[config.mk]
export PLATFORM = sky130hd
export DESIGN_NAME = alert_annunciator
export DESIGN_NICKNAME = d
export VERILOG_FILES = /design/src/rtl/alert_annunciator_pkg.sv /design/src/rtl/alarm_timer.sv /design/src/rtl/alert_annunciator.sv
export SDC_FILE = /design/constraint.sdc
export NUM_CORES = 1
export LEC_CHECK = 0
export BUFFER_PORTS_ARGS = -buffer_cell sky130_fd_sc_hd__buf_2
export CORE_AREA = 2 2 54 56
export CTS_BUF_LIST = sky130_fd_sc_hd__clkbuf_4
export DETAILED_ROUTE_END_ITERATION = 12
export DIE_AREA = 0 0 56 58
export PLACE_DENSITY = 0.69
export SETUP_SLACK_MARGIN = 0.02
export SLEW_MARGIN = 15
export SYNTH_ARGS = -nofsm -noshare
export SYNTH_HDL_FRONTEND = slang
export SYNTH_SLANG_ARGS = --single-unit
[constraint.sdc]
create_clock -name clk -period 5.4 [get_ports clk]
set_input_delay 0.81 -clock clk [delete_from_list [all_inputs] [get_ports clk]]
set_output_delay 0.81 -clock clk [all_outputs]
set_load 0.02 [all_outputs]
[src/rtl/alert_annunciator_pkg.sv]
// Shared types and defaults for the alert annunciator.
// State encodings, default timing constants and the timer width helper.
package alert_annunciator_pkg;

  typedef enum logic [1:0] {
    ST_IDLE     = 2'd0,
    ST_ALARM    = 2'd1,
    ST_SILENCED = 2'd2
  } state_t;

  localparam int BLINK_DIV_DEF   = 5;
  localparam int SILENCE_CYC_DEF = 20;
  localparam int CNT_W_DEF       = 8;

  function automatic int tmr_w(input int a, input int b);
    int m;
    m = (a > b) ? a : b;
    return (m > 1) ? $clog2(m) : 1;
  endfunction

endpackage

[src/rtl/alarm_timer.sv]
// Load/count/terminal-flag counter used for blink and silence timing.
// Counts up from zero and reloads to zero on reaching term.
module alarm_timer #(
  parameter int W = 4
) (
  input  logic         clk,
  input  logic         rst,
  input  logic         load,
  input  logic         en,
  input  logic [W-1:0] term,
  output logic         done
);

  logic [W-1:0] cnt;

  assign done = (cnt == term);

  always_ff @(posedge clk or negedge rst) begin
    if (!rst)
      cnt <= '0;
    else if (load)
      cnt <= '0;
    else if (en)
      cnt <= done ? '0 : cnt + W'(1);
  end

endmodule

[src/rtl/alert_annunciator.sv]
// Alert annunciator: buzzer/LED driver with acknowledge and silence.
// Define ALARM_AUTOCLEAR_EN to let ALARM self-clear after a quiet window.
import alert_annunciator_pkg::*;

module alert_annunciator #(
  parameter int BLINK_DIV   = BLINK_DIV_DEF,
  parameter int SILENCE_CYC = SILENCE_CYC_DEF,
  parameter int CNT_W       = CNT_W_DEF
) (
  input  logic             clk,
  input  logic             rst,
  input  logic             alert_q,
  input  logic             ack,
  output logic             buzzer,
  output logic             led,
  output logic             alarm_active,
  output logic [CNT_W-1:0] event_count
);

  localparam int TW = tmr_w(BLINK_DIV, SILENCE_CYC);
  localparam logic [TW-1:0] BLK_TERM = TW'(BLINK_DIV - 1);
  localparam logic [TW-1:0] SIL_TERM = TW'(SILENCE_CYC - 1);

  state_t           st;
  state_t           nxt;
  logic             blk_load;
  logic             blk_en;
  logic             blk_done;
  logic             sil_load;
  logic             sil_en;
  logic             sil_done;
  logic             led_d;
  logic [CNT_W-1:0] cnt_d;

  alarm_timer #(.W(TW)) u_blink (
    .clk  (clk),
    .rst  (rst),
    .load (blk_load),
    .en   (blk_en),
    .term (BLK_TERM),
    .done (blk_done)
  );

  alarm_timer #(.W(TW)) u_silence (
    .clk  (clk),
    .rst  (rst),
    .load (sil_load),
    .en   (sil_en),
    .term (SIL_TERM),
    .done (sil_done)
  );

  always_ff @(posedge clk or negedge rst) begin
    if (!rst) begin
      st           <= ST_IDLE;
      buzzer       <= 1'b0;
      led          <= 1'b0;
      alarm_active <= 1'b0;
      event_count  <= '0;
    end else begin
      st           <= nxt;
      buzzer       <= (nxt == ST_ALARM);
      led          <= led_d;
      alarm_active <= (nxt != ST_IDLE);
      event_count  <= cnt_d;
    end
  end

  always_comb begin
    nxt = st;
    unique case (1'b1)
      st == ST_IDLE: begin
        if (alert_q) nxt = ST_ALARM;
      end
      st == ST_ALARM: begin
        if (ack)
          nxt = alert_q ? ST_SILENCED : ST_IDLE;
`ifdef ALARM_AUTOCLEAR_EN
        else if (!alert_q && sil_done)
          nxt = ST_IDLE;
`endif
      end
      st == ST_SILENCED: begin
        // a cleared alert wins over timer expiry
        if (!alert_q)
          nxt = ST_IDLE;
        else if (!ack && sil_done)
          nxt = ST_ALARM;
      end
      default: nxt = ST_IDLE;
    endcase
  end

  always_comb begin
    blk_load = (nxt == ST_ALARM) && (st != ST_ALARM);
    blk_en   = (nxt == ST_ALARM) && (st == ST_ALARM);
    sil_load = (nxt != st) || ack ||
               ((st == ST_ALARM) && alert_q);
`ifdef ALARM_AUTOCLEAR_EN
    sil_en   = (st != ST_IDLE);
`else
    sil_en   = (st == ST_SILENCED);
`endif
    led_d = 1'b0;
    if (nxt == ST_ALARM)
      led_d = blk_load ? 1'b1 : (blk_done ? ~led : led);
    else if (nxt == ST_SILENCED)
      led_d = 1'b1;
    cnt_d = event_count;
    if (blk_load && (event_count != '1))
      cnt_d = event_count + CNT_W'(1);
  end

endmodule

* Word-level counts from Yosys, hierarchy flattened *
Index checks and enable logic that the tools add are counted.

word-level totals
  register bits after elaboration = 23
  input port bits = 4
  output and inout bits = 11

cells by class
  add/subtract/negate cells = 3
  eq/ne operators = 10
  multiplexer cells = 16
  bitwise operators = 1
  reductions and logical operators = 12

operators by type and width
  cell                                                    number
  2-to-1 mux 5 bit                                        6
  adder 5 x 1 -> 5 bit (second input constant)            2
  2-to-1 mux 2 bit                                        5
  adder 8 x 1 -> 8 bit (second input constant)            1
  inequality test 8 bit (second input constant)           1
  one-hot mux 2 bit (3 select lines)                      1
  nonzero test 2 bit                                      3
  == test 5 x 3 -> 1 bit (second input constant)          1
  == test 5 bit (second input constant)                   1
  logical AND 1 bit                                       5
  == test 2 x 1 -> 1 bit (second input constant)          2
  == test 2 bit (second input constant)                   2
  2-to-1 mux 1 bit                                        4
  inequality test 3 bit (second input constant)           1
  logical NOT 2 bit                                       1
  logical OR 1 bit                                        2
  inequality test 2 x 1 -> 1 bit (second input constant)  1
  inequality test 2 bit                                   1
  logical NOT 1 bit                                       1
  inverter 1 bit                                          1

* Logic depth before layout (Yosys ltp) *
  depth after elaboration = 9
  gate-level depth with buffers = 7

* Hierarchy *
A second synthesis with hierarchy kept.

unflattened totals
  cells, all modules = 142
  area total of the unflattened synthesis = 1460.2 um2

modules (own cells, without submodules)
  module             times used  cells each  area each (um2)  sequential area each (um2)
  alarm_timer        2           40          389.1            125.1
  alert_annunciator  1           62          681.9            325.3

* Worst setup path before layout *
OpenSTA, ideal clock, no wires.

  path type = input -> register
  start = input port ack
  end = register event_count[7]
  library setup time = 0.080 ns
  arrival = 1.685 ns
  path slack = 3.636 ns
  stages on the path = 5
  cells stage by stage = nand2b_1 -> a21oi_1 -> o21ai_4 -> nor4_4 -> xor2_1

on the way
  word-level cells in the longest chain between the ends = 8
  elaborated cells between the ends (all ways) = 9

ends and longest elaborated chain
  item                                  line                      source
  start: declaration                    alert_annunciator.sv:13   input logic ack,
  logical NOT 1 bit                     alert_annunciator.sv:87   else if (!ack && sil_done)
  logical AND 1 bit                     alert_annunciator.sv:87
  2-to-1 mux 2 bit                      alert_annunciator.sv:87
  2-to-1 mux 2 bit                      alert_annunciator.sv:85   if (!alert_q)
  one-hot mux 2 bit (3 select lines) *  alert_annunciator.sv:71   unique case (1'b1)
  == test 2 x 1 -> 1 bit *              alert_annunciator.sv:95   blk_load = (nxt == ST_ALARM) && (st != ST_ALARM);
  logical AND 1 bit *                   alert_annunciator.sv:95
  logical AND 1 bit *                   alert_annunciator.sv:110  if (blk_load && (event_count != '1))
  end signal: assignment                alert_annunciator.sv:65   event_count <= cnt_d;
  end: declaration                      alert_annunciator.sv:17   output logic [CNT_W-1:0] event_count

Every way passes the cells marked *; elsewhere a longest branch is shown, timed or not.
A chain may end at the register's enable or synchronous reset.

* Final worst setup path *
  start = register u_silence.cnt[0]
  end = register event_count[1]

on the way
  word-level cells in the longest chain between the ends = 8

ends and longest elaborated chain
  item                                line                      source
  start: declaration                  alarm_timer.sv:14         logic [W-1:0] cnt;
  start signal: assignment            alarm_timer.sv:24         cnt <= done ? '0 : cnt + W'(1);
  == test 5 bit                       alarm_timer.sv:16         assign done = (cnt == term);
  logical AND 1 bit                   alert_annunciator.sv:87
  2-to-1 mux 2 bit                    alert_annunciator.sv:87
  2-to-1 mux 2 bit                    alert_annunciator.sv:85
  one-hot mux 2 bit (3 select lines)  alert_annunciator.sv:71
  == test 2 x 1 -> 1 bit              alert_annunciator.sv:95
  logical AND 1 bit                   alert_annunciator.sv:95
  logical AND 1 bit                   alert_annunciator.sv:110

No other way between the ends.

==> summary.txt <==
Worst setup path
  – Worst setup path endpoint: event_count[1]
  – Crit start category: register
  – Internal reg-to-reg setup slack: 3.57 ns
  – Critical path class: register to register
  – Critical R2R Launch: u_silence.cnt[0]
  – Largest delay share family, worst path: flip-flops
  – Setup crit start: u_silence.cnt[0]
  – Crit path depth: 5
  – RR Endpoint: event_count[1]
  – WP data required: 5.61 ns
  – Critical path's slowest cell: dfrtp_1
  – Buf/Inv on CP: 0
  – CP cell instances: ha_1, and4bb_1, and4_4, o21ai_4, mux2_2
  – CP peak stage delay: 0.43 ns
  – Maximum fanout along the worst path: 8
  – FF-to-FF path depth: 5
  – CP arrival: 2.04 ns
  – Worst Setup End Kind: register

Placed design
  – Dpl cell area: 0.00125 mm2
  – Final RePlAce weighted congestion: 0.795
  – Port buffer count: 14
  – Post-DP HPWL: 1480 um
  – Placed Cells: 158

CTS
  – Number of H-tree levels: 1
  – CTS root buf: clkbuf_4
  – TritonCTS clock tree: done
  – Clk buf depth: 2
  – Post-CTS Resized: 0
  – Hold_buf cts: 0
  – Clk slew on worst S/H paths: 0.13 ns
  – Cts bufs inserted: 3
  – Post-CTS setup buffers: 0
  – Clock sink count: 23
  – Clock latency on the worst-skew pair: 0.31 ns

Global routing
  – Largest net degree at the start of global routing: 24
  – Global route overflow: 0
  – Initial antenna violation count: 0
  – Total GRT Usage: 14.1%
  – Global-route wire length before repair: 3620 um
  – Vias in the first global route: 826

Logic synthesis
  – Syn Inst Count: 113
  – Syn Area/Cell: 10.1 um2
  – Synth Cell Area: 0.00114 mm2
  – Register area share after synthesis: 50.3%
  – Number of synthesized flops with an enable pin: 0
  – #FFs+latches synth: 23
  – Synth Flop Type: dfrtp_1
  – Ys Warns: 0
  – Async set-reset flop share out of synthesis: 100%
  – Yosys cell types: 27
  – Syn_nets: 121

STA
  – Tmin final: 1.83 ns
  – Setup violations, final: 0
  – Slew Limit Fails: 0
  – Clock skew: 0.00554 ns
  – Setup TNS Final: 0 ns
  – Worst slew pin tran: 0.504 ns
  – FMAX: 545 MHz
  – Final period util: 34.0%
  – RSZ-0062 raised after global routing: false
  – Hold Vio Cnt, Final: 0
  – Rel. slew slack: 66.4%

Power
  – Peak VDD IR: 0.276 mV
  – Leak Pwr: 0.612 nW
  – Pwr dens: 407 mW/mm2

Floorplan
  – Row count: 19
  – Die area: 0.00325 mm2
  – Starting Density: 43.0%
  – Core area: 0.00266 mm2
  – Die height: 58 um
  – Die Width: 56 um
  – # IOs: 15

Finish
  – Commonest non-fill, non-tap cell in the layout: dfrtp_1
  – Finished Core Util: 48.1%
  – Layout Cells excl Fill: 162
  – Design Area, Final: 0.00128 mm2
  – Layout Nets: 140
  – Ratio of cells with drive above 1 in the final layout: 17.6%
  – Most frequent cells in the layout: dfrtp_1 (23), buf_2 (14), nand2_1 (13)
  – Area growth, synth to finish: 11.9%
  – Diodes inserted: 0

Worst hold path
  – HP Class: input pin to async pin

Routing
  – Vias/cell: 5.19
  – 1st-iter DRT viols: 21
  – Final wirelength: 2010 um
  – Routed met1 length: 984 um
  – DRC: 0
  – Met3 wire len: 70 um
  – Detailed-route via count: 840
  – DRT antenna net count: 0
  – Initial DRT Pass Iterations: 4
  – Wire length per cell: 12.4 um
  – WL met2: 935 um
  – Top routing layer in use: met4

Flow run
  – Max cap viols: 0

Outcome
  – Status: completed
-- cell usage after synthesis (2+ instances only) --
cell type | number | share of area (%)
a21oi_1 | 6 | 2.6
dfrtp_1 | 23 | 50
ha_1 | 4 | 4.4
inv_1 | 7 | 2.3
nand2_1 | 13 | 4.3
nand2b_1 | 5 | 2.7
nand3_1 | 5 | 2.2
nand4_1 | 2 | 1.1
nor2_1 | 11 | 3.6
nor2b_1 | 2 | 1.1
nor3_1 | 5 | 2.2
o21ai_0 | 7 | 3.1
xnor2_1 | 2 | 1.5
xor2_1 | 8 | 6.1
-- stage by stage --
step	hold WS [ns]	power [mW]	worst slack, ns
2_1_floorplan	0.484	0.385	3.64
3_5_place_dp	0.493	0.449	3.41
6_report	0.453	0.520	3.57
4_1_cts	0.462	0.529	3.55
3_3_place_gp	0.486	0.443	3.44
5_1_grt	0.482	0.562	3.37
-- power by group --
| group | internal, mW | total [mW] | switching, mW |
|---|---|---|---|
| combinational | 0.0691 | 0.183 | 0.114 |
| sequential | 0.213 | 0.259 | 0.0463 |
| clock | 0.0276 | 0.0783 | 0.0507 |
-- worst min path at each step --
stage	startpoint	end	slack (ns)	depth (start not counted)
after floorplan	u_blink.cnt[4]	u_blink.cnt[4]	0.48	2
after global placement	event_count[7]	event_count[7]	0.49	1
after detailed placement	event_count[7]	event_count[7]	0.49	1
after CTS	rst	u_silence.cnt[2]	0.46	1
after global routing	rst	u_silence.cnt[3]	0.48	1
final	rst	u_blink.cnt[4]	0.45	1
-- registers in the layout, summed over array words and instances (netlist names) --
signal,flops
led,1
u_blink.cnt,5
buzzer,1
event_count,8
st,2
alarm_active,1
u_silence.cnt,5
-- cells by family after synthesis --
family,Yosys count,share of synthesized area (%)
AND/OR/NAND/NOR,50,24.4
flip-flops,23,50.3
AO/OA/AOI/OAI,17,9.08
XOR/XNOR,10,7.66
buffers and inverters,7,2.30
adder cells (fa/ha/maj),4,4.38
multiplexers,2,1.86
-- layout make-up --
cell class	count	area (um2)
Inverter	7	26.3
Clock buffer	3	22.5
Sequential cell	23	576
Timing Repair Buffer	14	70.1
Fill cell	255	1380
Multi-Input combinational cell	83	542
Tap cell	31	38.8
Clock inverter	1	5.00
-- layer usage --
metal / vias up / track usage [%]
met2: 16 / 22.5
met3: 2 / 2.01
met5: - / 0
met1: 395 / 19.8
li1: 427 / -
met4: 0 / 5.10
-- worst reg2reg max path: stages (launching register included) --
cell and delay, ns:
dfrtp_1 0.43, ha_1 0.23, and4bb_1 0.22, and4_4 0.19
o21ai_4 0.29, mux2_2 0.38
(Power assumes the default switching activity.)
